## config.mk

```make
export PLATFORM = sky130hd
export DESIGN_NAME = serial_link_credit_sched
export DESIGN_NICKNAME = d
export VERILOG_FILES = /design/src/rtl/serial_link_pkg.sv /design/src/rtl/serial_link_credit_sched.sv
export SDC_FILE = /design/constraint.sdc
export NUM_CORES = 1
export LEC_CHECK = 0
export ABC_AREA = 1
export ABC_CLOCK_PERIOD_IN_PS = 5700
export BUFFER_PORTS_ARGS = -buffer_cell sky130_fd_sc_hd__buf_4
export CORE_UTILIZATION = 61
export CTS_CLUSTER_SIZE = 16
export DETAILED_ROUTE_END_ITERATION = 16
export MAX_ROUTING_LAYER = met4
export PLACE_DENSITY = 0.85
export SLEW_MARGIN = 20
export SYNTH_ARGS = -nofsm -noshare
export SYNTH_HDL_FRONTEND = slang
export SYNTH_SLANG_ARGS = --single-unit
```

## constraint.sdc

```tcl
create_clock -name clk_i -period 5.7 [get_ports clk_i]
set_input_delay 1.71 -clock clk_i [delete_from_list [all_inputs] [get_ports clk_i]]
set_output_delay 1.71 -clock clk_i [all_outputs]
set_load 0.02 [all_outputs]
```

## src/rtl/serial_link_pkg.sv

```systemverilog
// Shared types and constants for the serial link layer.
//   NumCredits        peer receive-buffer depth, also the reset send-credit count
//   NumReq            number of AXI channel packetizers feeding the scheduler
//   ForceCreditThresh pending-return level that forces a credit-only packet
//   credit_t          holds 0..NumCredits inclusive
//   tag_e             packet type carried in the link header
//   link_state_e      send-scheduler state encoding
package serial_link_pkg;

  localparam int unsigned NumCredits        = 8;
  localparam int unsigned NumReq            = 4;
  localparam int unsigned CreditW           = $clog2(NumCredits) + 1;
  localparam int unsigned ReqIdxW           = $clog2(NumReq);
  localparam int unsigned ForceCreditThresh = NumCredits - 1;

  typedef logic [CreditW-1:0] credit_t;

  // Data tags are ordered so that requester index i maps to TagAW + i.
  typedef enum logic [2:0] {
    TagAW   = 3'd0,
    TagW    = 3'd1,
    TagAR   = 3'd2,
    TagR    = 3'd3,
    TagIdle = 3'd4
  } tag_e;

  typedef logic [0:0] link_state_e;
  localparam link_state_e LinkSendIdle = 1'b0;
  localparam link_state_e LinkSendBusy = 1'b1;

  // Header fields of the packet currently offered to the PHY.
  typedef struct packed {
    tag_e              tag;
    logic [NumReq-1:0] sel;
    credit_t           credit;
  } pkt_hdr_t;

  // Requester index to data tag.
  function automatic tag_e reqTag(input logic [ReqIdxW-1:0] idx);
    return tag_e'(3'(idx));
  endfunction

endpackage

```

## src/rtl/serial_link_credit_sched.sv

```systemverilog
// Link-layer send scheduler: round-robin arbitration of the AW/W/AR/R
// packetizers onto one packet stream toward the PHY, gated by send credits.
// Every packet piggybacks the credits owed to the peer; when owed credits pile
// up and no data packet can go, a credit-only (TagIdle) packet is sent.
//
// Ports
//   clk_i, rst_ni        clock, asynchronous active-low reset
//   req_valid_i          per-requester packet pending (held until req_ready_o)
//   req_ready_o          one-hot, high in the handshake cycle of the granted requester
//   pkt_valid_o/ready_i  packet handshake with the PHY send path
//   pkt_tag_o            TagAW..TagR for data, TagIdle for credit-only
//   pkt_sel_o            one-hot payload-mux select, zero for credit-only
//   pkt_credit_o         credits returned to the peer inside this packet
//   rcv_credit_valid_i   a received packet carried a credit field
//   rcv_credit_i         credits returned by the peer
//   consumed_i           local receive buffer freed one entry
//   credits_avail_o      current send credits
//   credit_err_o         sticky: peer returned more credits than it could own
module serial_link_credit_sched
  import serial_link_pkg::*;
#(
  parameter int unsigned ForceThresh = ForceCreditThresh
) (
  input  logic              clk_i,
  input  logic              rst_ni,
  input  logic [NumReq-1:0] req_valid_i,
  output logic [NumReq-1:0] req_ready_o,
  output logic              pkt_valid_o,
  input  logic              pkt_ready_i,
  output tag_e              pkt_tag_o,
  output logic [NumReq-1:0] pkt_sel_o,
  output credit_t           pkt_credit_o,
  input  logic              rcv_credit_valid_i,
  input  credit_t           rcv_credit_i,
  input  logic              consumed_i,
  output credit_t           credits_avail_o,
  output logic              credit_err_o
);

  localparam int unsigned SumW = CreditW + 1;
  localparam int unsigned IdxW = ReqIdxW;

  link_state_e     stateQ, stateD;
  logic            validQ, validD;
  pkt_hdr_t        hdrQ, hdrD;
  logic [IdxW-1:0] idxQ, idxD;
  logic [IdxW-1:0] rrPtrQ, rrPtrD;
  credit_t         sendCntQ, sendCntD;
  credit_t         retCntQ, retCntD;
  logic            errQ, errD;

  logic              handshake;
  logic              dataHs;
  credit_t           sendEff;
  credit_t           retEff;
  logic [IdxW-1:0]   searchBase;
  logic [NumReq-1:0] candMask;
  logic              found;
  logic [IdxW-1:0]   foundIdx;
  logic [SumW-1:0]   sendSum;
  logic [SumW-1:0]   retSum;

  assign handshake = (stateQ == LinkSendBusy) && pkt_ready_i;
  assign dataHs    = handshake && (hdrQ.tag != TagIdle);

  assign req_ready_o     = handshake ? hdrQ.sel : '0;
  assign pkt_valid_o     = validQ;
  assign pkt_tag_o       = hdrQ.tag;
  assign pkt_sel_o       = hdrQ.sel;
  assign pkt_credit_o    = hdrQ.credit;
  assign credits_avail_o = sendCntQ;
  assign credit_err_o    = errQ;

  // Round-robin candidate search. Credits for a new offer exclude the packet
  // leaving this cycle; credits arriving this cycle only count from next cycle.
  always_comb begin
    sendEff    = sendCntQ - credit_t'(dataHs);
    retEff     = retCntQ - (handshake ? hdrQ.credit : '0);
    // NumReq is a power of two, so the pointer increment wraps on its own.
    searchBase = dataHs ? idxQ + IdxW'(1) : rrPtrQ;
    candMask   = req_valid_i;
    // The requester being granted now still shows valid for this packet.
    if (dataHs) candMask[idxQ] = 1'b0;
    found    = 1'b0;
    foundIdx = '0;
    for (int unsigned k = 0; k < NumReq; k++) begin
      if (!found && candMask[searchBase + IdxW'(k)]) begin
        found    = 1'b1;
        foundIdx = searchBase + IdxW'(k);
      end
    end
  end

  // Next-state, offer registration and credit bookkeeping.
  always_comb begin
    stateD   = stateQ;
    validD   = validQ;
    hdrD     = hdrQ;
    idxD     = idxQ;
    rrPtrD   = rrPtrQ;
    errD     = errQ;
    sendSum  = SumW'(sendEff) + (rcv_credit_valid_i ? SumW'(rcv_credit_i) : '0);
    retSum   = SumW'(retEff) + SumW'(consumed_i);
    sendCntD = credit_t'(sendSum);
    retCntD  = credit_t'(retSum);

    // A new offer is chosen only when nothing is stalled on the PHY.
    if ((stateQ == LinkSendIdle) || handshake) begin
      if ((sendEff != '0) && found) begin
        stateD      = LinkSendBusy;
        validD      = 1'b1;
        hdrD.tag    = reqTag(foundIdx);
        hdrD.sel    = NumReq'(1) << foundIdx;
        hdrD.credit = retEff;
        idxD        = foundIdx;
      end else if (retEff >= credit_t'(ForceThresh)) begin
        stateD      = LinkSendBusy;
        validD      = 1'b1;
        hdrD.tag    = TagIdle;
        hdrD.sel    = '0;
        hdrD.credit = retEff;
      end else begin
        stateD = LinkSendIdle;
        validD = 1'b0;
      end
    end

    if (dataHs) rrPtrD = idxQ + IdxW'(1);

    // Peer can never legitimately own more than its buffer depth.
    if (sendSum > SumW'(NumCredits)) begin
      sendCntD = credit_t'(NumCredits);
      errD     = 1'b1;
    end

    // Owed credits cannot exceed our own buffer depth.
    if (retSum > SumW'(NumCredits)) retCntD = credit_t'(NumCredits);
  end

  // State and output registers.
  always_ff @(posedge clk_i or negedge rst_ni) begin
    if (!rst_ni) begin
      stateQ      <= LinkSendIdle;
      validQ      <= 1'b0;
      hdrQ.tag    <= TagIdle;
      hdrQ.sel    <= '0;
      hdrQ.credit <= '0;
      idxQ        <= '0;
      rrPtrQ      <= '0;
      sendCntQ    <= credit_t'(NumCredits);
      retCntQ     <= '0;
      errQ        <= 1'b0;
    end else begin
      stateQ   <= stateD;
      validQ   <= validD;
      hdrQ     <= hdrD;
      idxQ     <= idxD;
      rrPtrQ   <= rrPtrD;
      sendCntQ <= sendCntD;
      retCntQ  <= retCntD;
      errQ     <= errD;
    end
  end

endmodule

```

==> impl_metrics.toml, run 1 <==
[status]
outcome = "completed"

[yosys]
synth-compound-area-share_pct = 3.08
ys_ff_latch = 25
netlist_top_cells_area = "dfrtp_1, nand2_1, ha_1"
synth_top_family_by_area = "simple AND/OR/NAND/NOR gates"
synth-adder-area-share_pct = 11.0
synth_async_sr_flop_share_pct = 100
synth_mux_area_share_pct = 0
synth_simple_gate_area_share_pct = 41.2
synth_top_flop_cell = "dfrtp_1"
synth_xor_area_share_pct = 4.10
syn-num-nets = 300
yosysSeqAreaShare_pct = 30.3
ys_types = 30
synth-edff-count = 0
yosysTopAreaCell = "dfrtp_1"
ys_warn_count = 0
synth.top_cell.area_share_pct = 27.7
syn_area_um2 = 2070
netlist_instances = 270
synth_area_per_cell_um2 = 7.68

[setup_path]
critPathBufInv = 2
cp-start-kind = "primary input"
arrival_ns = 2.24
cp_max_fo = 6
cp.required_ns = 3.99
slowest_delay_ns = 0.17
crit_type = "primary input to output pin"
crit_family = "simple AND/OR/NAND/NOR gates"
crit_top_cell = "buf_4"
crit_path_cell_trace = "buf_4 -> nand2_2 -> nor2_1 -> buf_4"
slowest_stage = "nor2_1"
cp-end-kind = "output pin"

[power_and_ir_drop]
report.power.total_uw = 1510
clkPwrFrac_pct = 5.1
seq_power_share_pct = 21.1
switchingPower_uw = 820
power_frac_comb_pct = 73.8
swShare_pct = 54.3
internal-power_uw = 689
vdd_drop_max_v = 0.000485
power_density_nw_per_um2 = 645
cellLeakagePower_uw = 0.00133

[sta]
report.final.slew_viol_count = 0
fin_worst_skew_ns = 0.0126
fmax_mhz = 253
period_share_pct = 69.3
rsz0062_at_grt = "false"
fin_crit_ns = 3.95
maxSlewHeadroom_pct = 75.5
hold_viol = 0
tightest_slew_ns = 0.363
setup_viol = 0
finalSetupTns_ns = 0

[finish]
layout-drive-gt1-share_pct = 27.7
post-route-util_pct = 74.8
design_area_um2 = 2340
nets = 334
diodes = 0
area_growth_pct = 12.8
fillers = 258
fin_cells = 347

[floorplan]
fp.dieW_um = 60.3
io_pins = 34
die-area_um2 = 3640
initial_core_util_pct = 66.3
rows = 20
fp.coreArea_um2 = 3130
die_h_um = 60.3

[clock_tree]
numCtsBuffers = 3
htreeDepth = 1
cts_tree = "built"
post_cts_buffers = 0
cts_resized = 0
hold_buffers = 0
cts_buffer_depth = 2
clock_sinks = 25
path_clk_slew_ns = 0.12
root_buffer = "clkbuf_4"
clock_latency_ns = 0.31

[place]
hpwl_um = 3260
io_buffers = 33
place.gp.congestion = 0.868
place_area_um2 = 2310
dpl.cell_count = 343

[drt]
dr.pass1.iters = 4
totalWireLength_um = 4000
vias = 1720
first_iter_violations = 110
drc = 0
avgViaCountPerCell = 4.96
postRouteAntennaNets = 0
avgRoutedWirePerCell_um = 11.5

[grt]
grt_overflow = 0
grt_first_pass_wirelength_um = 6790
grt_pass1_vias = 1569
grt_usage_pct = 25.5
grt_max_degree = 26
antenna_found_initial = 0

[job]
maxCapViolations = 0

[worst_hold_path]
hp-class = "flip-flop to flip-flop"
path summary, 6_finish.rpt:
| kind | slack [ns] | startpoint | depth (start not counted) | endpoint |
|---|---|---|---|---|
| min | 0.49 | credit_err_o | 1 | credit_err_o |
| min reg2reg | 0.49 | credit_err_o | 1 | credit_err_o |
| min in group asynchronous | 1.26 | rst_ni | 1 | retCntQ[2] |
| max reg2reg | 2.97 | pkt_tag_o[2] | 12 | credit_err_o |
| max | 1.75 | pkt_ready_i | 4 | req_ready_o[3] |
| max in group asynchronous | 4.13 | rst_ni | 1 | credits_avail_o[3] |
power groups by stage:
stage / combinational (uW) / clock (uW) / sequential, uW
6_report: 1110 / 76.9 / 319
3_3_place_gp: 1090 / 0 / 321
3_5_place_dp: 1110 / 0 / 323
5_1_grt: 1250 / 84.2 / 330
4_1_cts: 1110 / 79.9 / 319
2_1_floorplan: 869 / 0 / 364
cell usage after synthesis (3+ instances only):
cell and number:
o21ai_0 4, inv_1 38, nand2_2 23, nand2_1 72
xnor2_1 3, o21ai_1 3, nand3_1 24, dfrtp_1 23
ha_1 15, a21oi_1 3, nor2_1 21, xor2_1 3
nand2_4 12
sequential cells by signal (all words and copies together) (netlist names):
| register | count |
|---|---|
| credits_avail_o | 4 |
| pkt_credit_o | 4 |
| pkt_sel_o | 4 |
| retCntQ | 4 |
| pkt_tag_o | 3 |
| idxQ | 2 |
| rrPtrQ | 2 |
| credit_err_o | 1 |
| pkt_valid_o | 1 |
metrics by stage:
step,setup slack (ns),hold WS [ns]
floorplan,1.89,0.515
global placement,1.68,0.475
detailed placement,1.57,0.456
CTS,1.76,0.498
global route,1.63,0.515
finish,1.75,0.493
placed cells by master, fill, tap and decap left out, drive strengths merged:
master	n
a21oi	3
a31oi	1
nand4	1
buf	33
o21ai	7
fa	2
nand3	26
xnor2	5
ha	15
nand2	107
nor3	2
dfstp	2
or2	2
nor2	23
xor2	3
nor3b	1
dfrtp	23
clkbuf	4
inv	40
nand3b	2
a211oi	1
logic make-up after synthesis:
family / after synthesis
AND/OR/NAND/NOR: 164
buffers and inverters: 44
flip-flops: 25
adder cells (fa/ha/maj): 17
AO/OA/AOI/OAI: 12
XOR/XNOR: 8
final cells by class:
type	count	area (um2)	share of cell area, %
inverter	40	153	6.52
clock buffer	4	26.3	1.12
tap	44	55.1	2.35
timing repair buffer	33	248	10.6
multi-input combinational	201	1230	52.6
sequential	25	628	26.8
metal layers:
layer / share of wire, % / vias to the layer above / GRT usage, %
met5: 0 / - / -
li1: - / 895 / -
met4: 0 / 0 / 1.99
met3: 4.0 / 0 / 2.81
met2: 48 / 41 / 43.5
met1: 48 / 784 / 33.8
Note: power is estimated with default switching activity, not from simulation.
==> run 2, diff against run 1 <==
--- a/config.mk
+++ b/config.mk
@@ -6,13 +6,13 @@
 export NUM_CORES = 1
 export LEC_CHECK = 0
 export ABC_AREA = 1
-export ABC_CLOCK_PERIOD_IN_PS = 5700
+export ABC_CLOCK_PERIOD_IN_PS = 3300
 export BUFFER_PORTS_ARGS = -buffer_cell sky130_fd_sc_hd__buf_4
-export CORE_UTILIZATION = 61
+export CORE_UTILIZATION = 51
 export CTS_CLUSTER_SIZE = 16
 export DETAILED_ROUTE_END_ITERATION = 16
 export MAX_ROUTING_LAYER = met4
-export PLACE_DENSITY = 0.85
+export PLACE_DENSITY = 0.76
 export SLEW_MARGIN = 20
 export SYNTH_ARGS = -nofsm -noshare
 export SYNTH_HDL_FRONTEND = slang
==> constraint.sdc (replaced) <==
create_clock -name clk_i -period 3.3 [get_ports clk_i]
set_input_delay 0.99 -clock clk_i [delete_from_list [all_inputs] [get_ports clk_i]]
set_output_delay 0.99 -clock clk_i [all_outputs]
set_load 0.02 [all_outputs]
==> run 2 against run 1 <==
Effect of this change: design area rose by 2.3%; cell count is 2.3% higher; core utilization is 11 points lower; global-route usage down 3.1 points; count of clock-buffer cells in the layout did not move; largest cell class unchanged; highest routed layer is now met4.
==> impl_metrics.toml, run 2 (synthesis results as in run 1) <==
[status]
outcome = "completed"

[setup_path]
cp-start-kind = "primary input"
cp-end-kind = "flip-flop"
crit_type = "primary input to flip-flop"
regToRegSetupSlack_ns = 0.57
rr_startpoint = "pkt_tag_o[2]"
cp_max_fo = 5
ff2ff_path_depth = 12
arrival_ns = 3.17
cp.required_ns = 3.46
rr_endpoint = "credit_err_o"

[sta]
fin_crit_ns = 3.01
hold_slack_ns = 0.501
tightest_slew_ns = 0.386
maxSlewHeadroom_pct = 74.0
setup_viol = 0
fmax_mhz = 332
fin_worst_skew_ns = 0.00133
hold_viol = 0
rsz0062_at_grt = "false"
report.final.slew_viol_count = 0
period_share_pct = 91.3

[finish]
final_cell_mix = "nand2_1, inv_1, buf_4"
nets = 338
diodes = 0
area_growth_pct = 15.4
fin_cells = 355
layout-drive-gt1-share_pct = 28.7
final_common_cell = "nand2_1"

[drt]
vias = 1720
totalWireLength_um = 4130
avgRoutedWirePerCell_um = 11.6
drc = 0
dr.pass1.iters = 4
postRouteAntennaNets = 0
first_iter_violations = 96
avgViaCountPerCell = 4.85

[clock_tree]
cts_resized = 0
path_clk_slew_ns = 0.09
htreeDepth = 1
hold_buffers = 0
post_cts_buffers = 0
cts_tree = "built"
cts_buffer_depth = 2
root_buffer = "clkbuf_8"
clock_sinks = 25
numCtsBuffers = 3
clock_latency_ns = 0.27

[grt]
grt_overflow = 0
grt_first_pass_wirelength_um = 7200
antenna_found_initial = 0
grt_max_degree = 26
grt_pass1_vias = 1621
grt_usage_pct = 22.4

[floorplan]
io_pins = 34
die_h_um = 65.8
initial_core_util_pct = 55.0
die-area_um2 = 4330
fp.dieW_um = 65.8
fp.coreArea_um2 = 3770
rows = 22

[worst_hold_path]
hp-class = "flip-flop to flip-flop"
hold_start = "pkt_tag_o[2]"
min_to = "pkt_tag_o[2]"
holdPathStages = 2

[power_and_ir_drop]
power_density_nw_per_um2 = 1130
vdd_drop_max_v = 0.000868
cellLeakagePower_uw = 0.00135

[job]
maxCapViolations = 0

[place]
dpl.cell_count = 351
hpwl_um = 3350
io_buffers = 33
place.gp.congestion = 0.856
## run 2: cell types whose count changed in the layout (fill, tap and decap cells not counted), sizes merged
cell | previous run | this run
buf | 33 | 37
## run 2: worst max path at each step
stage                              end   startpoint  slack [ns]  depth (start not counted)
after floorplan           credit_err_o  pkt_ready_i        0.28                         13
after global placement    credit_err_o  pkt_ready_i        0.07                         14
after detailed placement  credit_err_o  pkt_ready_i       -0.02                         14
after CTS                 credit_err_o  pkt_ready_i        0.28                         14
after global routing      credit_err_o  pkt_ready_i        0.08                         14
final                     credit_err_o  pkt_ready_i        0.29                         14
## run 2: per-stage QoR
step	setup WS (ns)	area, um2	power, uW	TNS, ns	util, %
finish	0.286	2390	2710	0	63.5
global route	0.0759	2390	3010	0	63.5
CTS	0.280	2390	2730	0	63.5
detailed placement	-0.0197	2350	2530	-0.0197	62.3
global placement	0.0678	2350	2480	0	62.3
floorplan	0.276	2070	2130	0	-
## run 2: area by class of cell
| class | count | area [um2] |
|---|---|---|
| tap | 48 | 60.1 |
| fill | 342 | 1380 |
| clock buffer | 4 | 45.0 |
| inverter | 40 | 153 |
| multi-input combinational | 201 | 1230 |
| timing repair buffer | 37 | 278 |
| sequential | 25 | 628 |
## run 2: worst max-delay path: stages
cell and delay [ns]:
buf_4 0.11, nand2_2 0.11, inv_4 0.05, nand2_4 0.08, inv_1 0.05, ha_1 0.19, ha_1 0.19, xor2_1 0.16
ha_1 0.36, a21oi_1 0.14, nand2_1 0.08, xnor2_1 0.18, o21ai_0 0.18, or2_2 0.31
## run 2: power breakdown
part / internal, uW / switching [uW]
logic: 727 / 1250
clock network: 86.5 / 99.0
registers: 450 / 99.4
## run 2: routing by layer
metal	GRT usage (%)	routed length (um)
met1	29.4	2010
met2	37.9	1960
met3	3.62	147
met4	1.63	12
met5	-	0
